`src/rtl/cfg_types_pkg.sv`:
```
// Shared types and constants for the accelerator wrapper and its APB control block.
package cfg_types_pkg;

  // Accelerator-side status types
  typedef enum logic [1:0] {
    ACC_IDLE   = 2'd0,
    ACC_CONFIG = 2'd1,
    ACC_RUN    = 2'd2,
    ACC_DONE   = 2'd3
  } acc_state_t;

  typedef enum logic [1:0] {
    ACC_ERR_NONE     = 2'd0,
    ACC_ERR_OVERFLOW = 2'd1,
    ACC_ERR_ADDR     = 2'd2,
    ACC_ERR_PROTO    = 2'd3
  } acc_error_t;

  // Register offsets within the register half of the APB window
  localparam int unsigned ACC_REG_OFF_W = 12;
  localparam logic [ACC_REG_OFF_W-1:0] ACC_REG_CTRL   = 12'h000;
  localparam logic [ACC_REG_OFF_W-1:0] ACC_REG_STATUS = 12'h004;
  localparam logic [ACC_REG_OFF_W-1:0] ACC_REG_CFG    = 12'h008;
  localparam logic [ACC_REG_OFF_W-1:0] ACC_REG_IRQEN  = 12'h00C;

  // CTRL bit positions
  localparam int unsigned CTRL_GO_BIT  = 0;
  localparam int unsigned CTRL_CLR_BIT = 1;

  // STATUS bit positions
  localparam int unsigned STATUS_BUSY_BIT  = 0;
  localparam int unsigned STATUS_DONE_BIT  = 1;
  localparam int unsigned STATUS_TMO_BIT   = 2;
  localparam int unsigned STATUS_STATE_LSB = 8;
  localparam int unsigned STATUS_ERROR_LSB = 16;

  // Run watchdog counter width
  localparam int unsigned RUN_CNT_W = 16;

  typedef enum logic {
    APB_IDLE     = 1'b0,
    APB_MRD_WAIT = 1'b1
  } apb_st_t;

  typedef enum logic {
    RUN_STOPPED = 1'b0,
    RUN_RUNNING = 1'b1
  } run_st_t;

endpackage

```
`src/rtl/accel_run_ctrl.sv`:
```
// Accelerator run sequencer: holds start for the run, watchdog abort, sticky flags.
module accel_run_ctrl
  import cfg_types_pkg::*;
#(
  parameter int unsigned TIMEOUT_CYCLES = 65535
) (
  input  logic clk,
  input  logic rst_n,
  input  logic go,
  input  logic clr,
  input  logic done,
  output logic start,
  output logic done_flag,
  output logic timeout_flag
);

  localparam int unsigned CMP_W = RUN_CNT_W + 1;

  run_st_t               state;
  run_st_t               state_next;
  logic [RUN_CNT_W-1:0]  run_cnt;
  logic                  expire;
  logic                  launch;

  // Watchdog fires on the running cycle that brings the count up to the limit
  always_comb begin
    expire = (TIMEOUT_CYCLES != 0) &&
             ((CMP_W'(run_cnt) + CMP_W'(1)) >= CMP_W'(TIMEOUT_CYCLES));
    launch = (state == RUN_STOPPED) && go;
  end

  // State register
  always_ff @(posedge clk or negedge rst_n) begin
    if (!rst_n) state <= RUN_STOPPED;
    else        state <= state_next;
  end

  // Next-state: done takes priority over the watchdog, both end the run
  always_comb begin
    state_next = state;
    case (state)
      RUN_STOPPED: if (go) state_next = RUN_RUNNING;
      RUN_RUNNING: if (done || expire) state_next = RUN_STOPPED;
      default:     state_next = RUN_STOPPED;
    endcase
  end

  // Outputs decoded from state
  always_comb begin
    start = 1'b0;
    if (state == RUN_RUNNING) start = 1'b1;
  end

  // Run counter and sticky flags; CLR lands before GO or completion in the same cycle
  always_ff @(posedge clk or negedge rst_n) begin
    if (!rst_n) begin
      run_cnt      <= '0;
      done_flag    <= 1'b0;
      timeout_flag <= 1'b0;
    end else begin
      if (launch) begin
        run_cnt <= '0;
      end else if ((state == RUN_RUNNING) && (run_cnt != '1)) begin
        run_cnt <= run_cnt + RUN_CNT_W'(1);
      end

      if (clr) begin
        done_flag    <= 1'b0;
        timeout_flag <= 1'b0;
      end
      if (launch) done_flag <= 1'b0;
      if (state == RUN_RUNNING) begin
        if (done)        done_flag    <= 1'b1;
        else if (expire) timeout_flag <= 1'b1;
      end
    end
  end

endmodule

```
`src/rtl/accel_apb_ctrl.sv`:
```
// APB slave fronting the accelerator: control/status registers plus guarded RAM window.
module accel_apb_ctrl
  import cfg_types_pkg::*;
#(
  parameter int unsigned APB_ADDR_WIDTH = 13,
  parameter int unsigned MEM_ADDR_WIDTH = 10,
  parameter int unsigned MEM_DATA_WIDTH = 32,
  parameter int unsigned TIMEOUT_CYCLES = 65535
) (
  input  logic                        clk,
  input  logic                        rst_n,
  input  logic [APB_ADDR_WIDTH-1:0]   PADDR,
  input  logic [MEM_DATA_WIDTH-1:0]   PWDATA,
  input  logic                        PWRITE,
  input  logic                        PSEL,
  input  logic                        PENABLE,
  output logic [MEM_DATA_WIDTH-1:0]   PRDATA,
  output logic                        PREADY,
  output logic                        PSLVERR,
  output logic                        start,
  input  logic                        done,
  output logic [7:0]                  max_cnt,
  output logic [7:0]                  incr,
  input  acc_state_t                  accel_state,
  input  acc_error_t                  accel_error,
  output logic                        mem_en,
  output logic [MEM_ADDR_WIDTH-1:0]   mem_addr,
  output logic                        mem_we,
  output logic [MEM_DATA_WIDTH/8-1:0] mem_be,
  output logic [MEM_DATA_WIDTH-1:0]   mem_wdata,
  input  logic [MEM_DATA_WIDTH-1:0]   mem_rdata,
  output logic                        irq_o
);

  localparam int unsigned STATUS_W = 32;

  apb_st_t                   apb_st;
  apb_st_t                   apb_next;
  logic                      access;
  logic                      is_mem;
  logic [ACC_REG_OFF_W-1:0]  reg_off;
  logic [STATUS_W-1:0]       status_word;
  logic                      ctrl_we;
  logic                      cfg_we;
  logic                      irqen_we;
  logic                      ctrl_go;
  logic                      ctrl_clr;
  logic                      irq_en;
  logic                      done_flag;
  logic                      timeout_flag;

  // Access decode and STATUS image
  always_comb begin
    access  = PSEL && PENABLE;
    is_mem  = PADDR[APB_ADDR_WIDTH-1];
    reg_off = PADDR[ACC_REG_OFF_W-1:0];
    status_word = '0;
    status_word[STATUS_BUSY_BIT] = start;
    status_word[STATUS_DONE_BIT] = done_flag;
    status_word[STATUS_TMO_BIT]  = timeout_flag;
    status_word[STATUS_STATE_LSB +: 8] = 8'(accel_state);
    status_word[STATUS_ERROR_LSB +: 8] = 8'(accel_error);
    ctrl_go  = ctrl_we && PWDATA[CTRL_GO_BIT];
    ctrl_clr = ctrl_we && PWDATA[CTRL_CLR_BIT];
  end

  // APB state register; reset abandons a pending memory read
  always_ff @(posedge clk or negedge rst_n) begin
    if (!rst_n) apb_st <= APB_IDLE;
    else        apb_st <= apb_next;
  end

  // APB next-state: only a permitted memory read takes the wait state
  always_comb begin
    apb_next = apb_st;
    case (apb_st)
      APB_IDLE:     if (access && is_mem && !PWRITE && !start) apb_next = APB_MRD_WAIT;
      APB_MRD_WAIT: apb_next = APB_IDLE;
      default:      apb_next = APB_IDLE;
    endcase
  end

  // APB response, RAM port drive and register write strobes
  always_comb begin
    PREADY    = 1'b1;
    PSLVERR   = 1'b0;
    PRDATA    = '0;
    mem_en    = 1'b0;
    mem_we    = 1'b0;
    mem_be    = '0;
    mem_addr  = '0;
    mem_wdata = '0;
    ctrl_we   = 1'b0;
    cfg_we    = 1'b0;
    irqen_we  = 1'b0;
    case (apb_st)
      APB_IDLE: begin
        if (access) begin
          if (is_mem) begin
            if (start) begin
              PSLVERR = 1'b1;
            end else if (PWRITE) begin
              mem_en    = 1'b1;
              mem_we    = 1'b1;
              mem_be    = '1;
              mem_addr  = PADDR[MEM_ADDR_WIDTH+1:2];
              mem_wdata = PWDATA;
            end else begin
              mem_en   = 1'b1;
              mem_addr = PADDR[MEM_ADDR_WIDTH+1:2];
              PREADY   = 1'b0;
            end
          end else begin
            case (reg_off)
              ACC_REG_CTRL: begin
                if (PWRITE) begin
                  ctrl_we = 1'b1;
                  if (PWDATA[CTRL_GO_BIT] && start) PSLVERR = 1'b1;
                end
              end
              ACC_REG_STATUS: begin
                if (!PWRITE) PRDATA = MEM_DATA_WIDTH'(status_word);
              end
              ACC_REG_CFG: begin
                if (PWRITE) begin
                  if (start) PSLVERR = 1'b1;
                  else       cfg_we  = 1'b1;
                end else begin
                  PRDATA = MEM_DATA_WIDTH'({incr, max_cnt});
                end
              end
              ACC_REG_IRQEN: begin
                if (PWRITE) irqen_we = 1'b1;
                else        PRDATA   = MEM_DATA_WIDTH'(irq_en);
              end
              default: PSLVERR = 1'b1;
            endcase
          end
        end
      end
      APB_MRD_WAIT: PRDATA = mem_rdata;
      default: ;
    endcase
  end

  // Configuration registers and interrupt line; CLR drops irq on the next cycle
  always_ff @(posedge clk or negedge rst_n) begin
    if (!rst_n) begin
      max_cnt <= '0;
      incr    <= '0;
      irq_en  <= 1'b0;
      irq_o   <= 1'b0;
    end else begin
      if (cfg_we) begin
        max_cnt <= PWDATA[7:0];
        incr    <= PWDATA[15:8];
      end
      if (irqen_we) irq_en <= PWDATA[0];
      irq_o <= irq_en && (done_flag || timeout_flag) && !ctrl_clr;
    end
  end

  accel_run_ctrl #(
    .TIMEOUT_CYCLES (TIMEOUT_CYCLES)
  ) u_run (
    .clk          (clk),
    .rst_n        (rst_n),
    .go           (ctrl_go),
    .clr          (ctrl_clr),
    .done         (done),
    .start        (start),
    .done_flag    (done_flag),
    .timeout_flag (timeout_flag)
  );

endmodule

```
`config.mk`:
```
export PLATFORM = sky130hd
export DESIGN_NAME = accel_apb_ctrl
export DESIGN_NICKNAME = d
export VERILOG_FILES = /design/src/rtl/cfg_types_pkg.sv /design/src/rtl/accel_run_ctrl.sv /design/src/rtl/accel_apb_ctrl.sv
export SDC_FILE = /design/constraint.sdc
export NUM_CORES = 1
export LEC_CHECK = 0
export CORE_MARGIN = 3
export CORE_UTILIZATION = 33
export CTS_CLUSTER_SIZE = 12
export DETAILED_ROUTE_END_ITERATION = 10
export PLACE_DENSITY = 0.83
export SLEW_MARGIN = 30
export SYNTH_ARGS = -nofsm -noshare
export SYNTH_HDL_FRONTEND = slang
export SYNTH_HIERARCHICAL = 1
export SYNTH_SLANG_ARGS = --single-unit
```
`constraint.sdc`:
```
create_clock -name clk -period 2.41 [get_ports clk]
set_clock_uncertainty 0.15 [all_clocks]
set_input_delay 0.482 -clock clk [delete_from_list [all_inputs] [get_ports clk]]
set_output_delay 0.482 -clock clk [all_outputs]
set_load 0.05 [all_outputs]
```
==> results.py <==
metrics = {
    "finish": {
        "postLayoutCoreUtil": 0.797,
        "diodes": 0,
        "final_nets": 630,
        "drive_above_1_share": 0.500,
        "fin_area_um2": 6650,
        "area_delta_synth_final_pct": 131,
    },
    "worst_setup_path": {
        "regToRegStartpoint": "apb_st",
        "crit_start": "apb_st",
        "cp.required_ns": 1.78,
        "setup.worst_path.class": "register to output pin",
        "start_kind": "register",
        "crit_fanout": 5,
        "reg2reg_depth": 10,
        "cp-end-kind": "output pin",
        "r2r_end": "u_run/run_cnt[5]",
        "ff2ff_setup_slack_ns": -0.01,
        "endpoint": "mem_be[0]",
        "critPathArrivalTime_ns": 2.13,
    },
    "sta": {
        "fin_crit_ns": 2.76,
        "fmax_mhz": 362,
        "relSlewSlack": 0.601,
        "rsz0062_at_grt": "yes",
        "slew_viol_final": 0,
        "setup_viol": 69,
        "fin_crit_sh": 1.15,
        "worst_pin_slew_ns": 0.596,
        "fin_ws_ns": -0.354,
        "hold_viol_final": 0,
    },
    "placed_design": {
        "placed_cell_area_um2": 5810,
        "gp_congestion": 0.882,
        "place_hpwl_um": 10100,
        "io_buffers": 186,
    },
    "global_routing": {
        "grt_pass1_wl_um": 23100,
        "antenna_found_initial": 0,
        "track_usage": 0.306,
        "overflow": 0,
        "grt_pass1_vias": 3742,
        "grt_start_max_net_pins": 33,
    },
    "floorplanning": {
        "rows": 33,
        "die_area_um2": 9860,
        "core_um2": 8340,
        "num_io_pins": 187,
        "start_util": 0.345,
        "fp.dieH_um": 99.3,
        "dieWidth_um": 99.3,
    },
    "run_status": {
        "violations": "negative setup slack",
        "status": "finished, violations left",
    },
    "clocking": {
        "cts_buffers": 5,
        "cts_htree_levels": 2,
        "tritoncts": "built",
        "clock_sinks": 38,
        "clkTransAtPathRegs_ns": 0.09,
        "cts.root.buffer_cell": "clkbuf_8",
        "clk_latency_ns": 0.30,
        "cts.path.max_buffers": 2,
    },
    "logic_synthesis": {
        "ys_ff_latch": 38,
        "synth_edf_count": 0,
        "syn_area_um2": 2870,
        "synth_top_family_by_area": "simple AND/OR/NAND/NOR gates",
        "syn_area_per_cell_um2": 9.07,
        "synthAdderAreaFrac": 0.00871,
        "synth_cell_type_count": 57,
        "ys.warnings.count": 6,
        "synth_compound_area_frac": 0.151,
        "synthMuxAreaShare": 0.111,
        "syn-instance-count": 317,
        "synth.net_count": 406,
        "async_reset_ff_frac": 1.00,
        "synthXorXnorAreaFrac": 0.0183,
        "synth_seq_area_share": 0.331,
        "synthSimpleGateAreaFrac": 0.314,
        "synthFlopType": "dfrtp_1",
    },
    "detailed_routing": {
        "drt-wirelength-per-cell_um": 26.9,
        "drtIter0Drc": 270,
        "firstDrtPassIters": 5,
        "ant_nets": 0,
        "drt-total-wl_um": 17400,
        "via_count": 3819,
        "vias_per_cell": 5.90,
        "route.detailed.drc": 0,
    },
    "power_and_ir_drop": {
        "vdd_ir_drop_max_uv": 202,
        "power_density_nw_per_um2": 248,
        "seq_power_share": 0.388,
        "switching_share": 0.310,
        "power.leakage_nw": 2.85,
        "clkPwrFrac": 0.273,
        "power_frac_comb": 0.339,
        "internal_power_mw": 1.14,
        "power_switching_uw": 510,
    },
    "run": {
        "cap_violations": 0,
    },
    "worst_hold_path": {
        "holdCritPathClass": "input pin to async pin",
    },
}
critical path: stages, from the launching register on:
cell	delay, ns
dfrtp_2	0.46
nand3b_1	0.25
buf_6	0.17
nor3b_4	0.21
buf_6	0.19
buf_12	0.13
and2_4	0.25
buf_12	0.16
power by group through the flow:
stage          clock network (mW)  logic (mW)  registers [mW]
2_1_floorplan                   0       0.148           0.652
5_1_grt                     0.486       0.569           0.640
3_3_place_gp                    0       0.455           0.651
3_5_place_dp                    0       0.463           0.651
6_report                    0.449       0.558           0.640
4_1_cts                     0.444       0.523           0.639
sequential cells by signal, indices dropped and copies added, names as in the netlist:
signal,flops
apb_st,1
irq_o,1
max_cnt,8
u_run/done_flag,1
u_run/run_cnt,16
incr,8
u_run/state,1
u_run/timeout_flag,1
irq_en,1
timing repair:
action | CTS | global route
setup endpoints to repair | 86 | 86
endpoints found under the hold margin | 11 | 0
resized for setup | 138 | 22
setup buffers | 9 | 10
hold buffers | 1 | 0
cloned | 4 | 3
pin swaps | 39 | 17
worst min-delay path by stage:
stage                          start                end  slack [ns]  depth (start not counted)
after floorplan                rst_n             apb_st        0.04                          0
after global placement         rst_n   u_run/run_cnt[1]        0.22                          1
after detailed placement       rst_n   u_run/run_cnt[2]        0.22                          1
after CTS                 max_cnt[1]         max_cnt[1]        0.40                          1
after global routing           rst_n  u_run/run_cnt[15]        0.45                          2
final                          rst_n  u_run/run_cnt[15]        0.42                          2
per-stage QoR:
| step | setup slack, ns | TNS, ns | hold slack, ns | power, mW | std cells |
|---|---|---|---|---|---|
| after detailed placement | -0.690 | -34.40 | 0.222 | 1.11 | 615 |
| final | -0.354 | -17.94 | 0.418 | 1.65 | 647 |
| after CTS | -0.259 | -12.01 | 0.398 | 1.61 | 637 |
| after global placement | -0.631 | -30.89 | 0.216 | 1.11 | 615 |
| after global routing | -0.405 | -21.76 | 0.446 | 1.69 | 647 |
| after floorplan | -0.224 | -1.56 | 0.0364 | 0.801 | 317 |
cells by family after synthesis:
logic type	Yosys count
xor gates and xnor gates	6
DFF	38
muxes	25
adders and majority gates	2
buffers and inverters	34
and+or+nand+nor	150
AOI/OAI and AO/OA	62
synth_stat cells, drive strengths merged (2+ instances only):
master / number / area, µm²
dfrtp: 38 / 951
and3: 35 / 219
and2: 27 / 170
mux2: 22 / 289
nand2: 21 / 78.8
o21ai: 20 / 100
clkbuf: 15 / 67.6
a22o: 14 / 125
nand3: 13 / 65.1
nor2: 13 / 48.8
buf: 12 / 96.3
inv: 7 / 26.3
nor3: 7 / 35.0
a21oi: 6 / 30.0
a22oi: 5 / 37.5
nand4: 5 / 46.3
nor2b: 5 / 31.3
nor4: 5 / 58.8
xnor2: 5 / 43.8
nand2b: 4 / 25.0
and2b: 3 / 23.8
mux2i: 3 / 30.0
nor3b: 3 / 27.5
o21a: 3 / 22.5
or3: 3 / 18.8
a21bo: 2 / 20.0
a21boi: 2 / 15.0
a31oi: 2 / 12.5
ha: 2 / 25.0
o211ai: 2 / 15.0
metal layers:
layer,share of wire,vias to the layer above,GRT usage
met5,0,-,0
met4,0.054,0,0.107
met3,0.086,81,0.0701
met2,0.51,254,0.556
met1,0.35,1889,0.349
li1,-,1595,-
area by class of cell:
| class | count | area [µm²] |
|---|---|---|
| inverters | 7 | 26.3 |
| fillers | 417 | 1700 |
| flip-flops and latches | 38 | 955 |
| repair buffers | 244 | 3260 |
| clock buffers | 6 | 72.6 |
| clock inverters | 2 | 10.0 |
| well taps | 105 | 131 |
| multi-input cells | 245 | 2190 |
cells in the final DEF (no fill, tap or decap), types with 12 or more instances in the layout:
cell type,instances
clkdlybuf4s50_1,85
nand3_1,13
and3_4,32
nand2_1,21
and2_1,14
buf_6,12
and2_4,13
buf_4,39
nor2_1,12
dfrtp_1,35
buf_12,86
No activity file was read; power rests on OpenSTA's default activity.
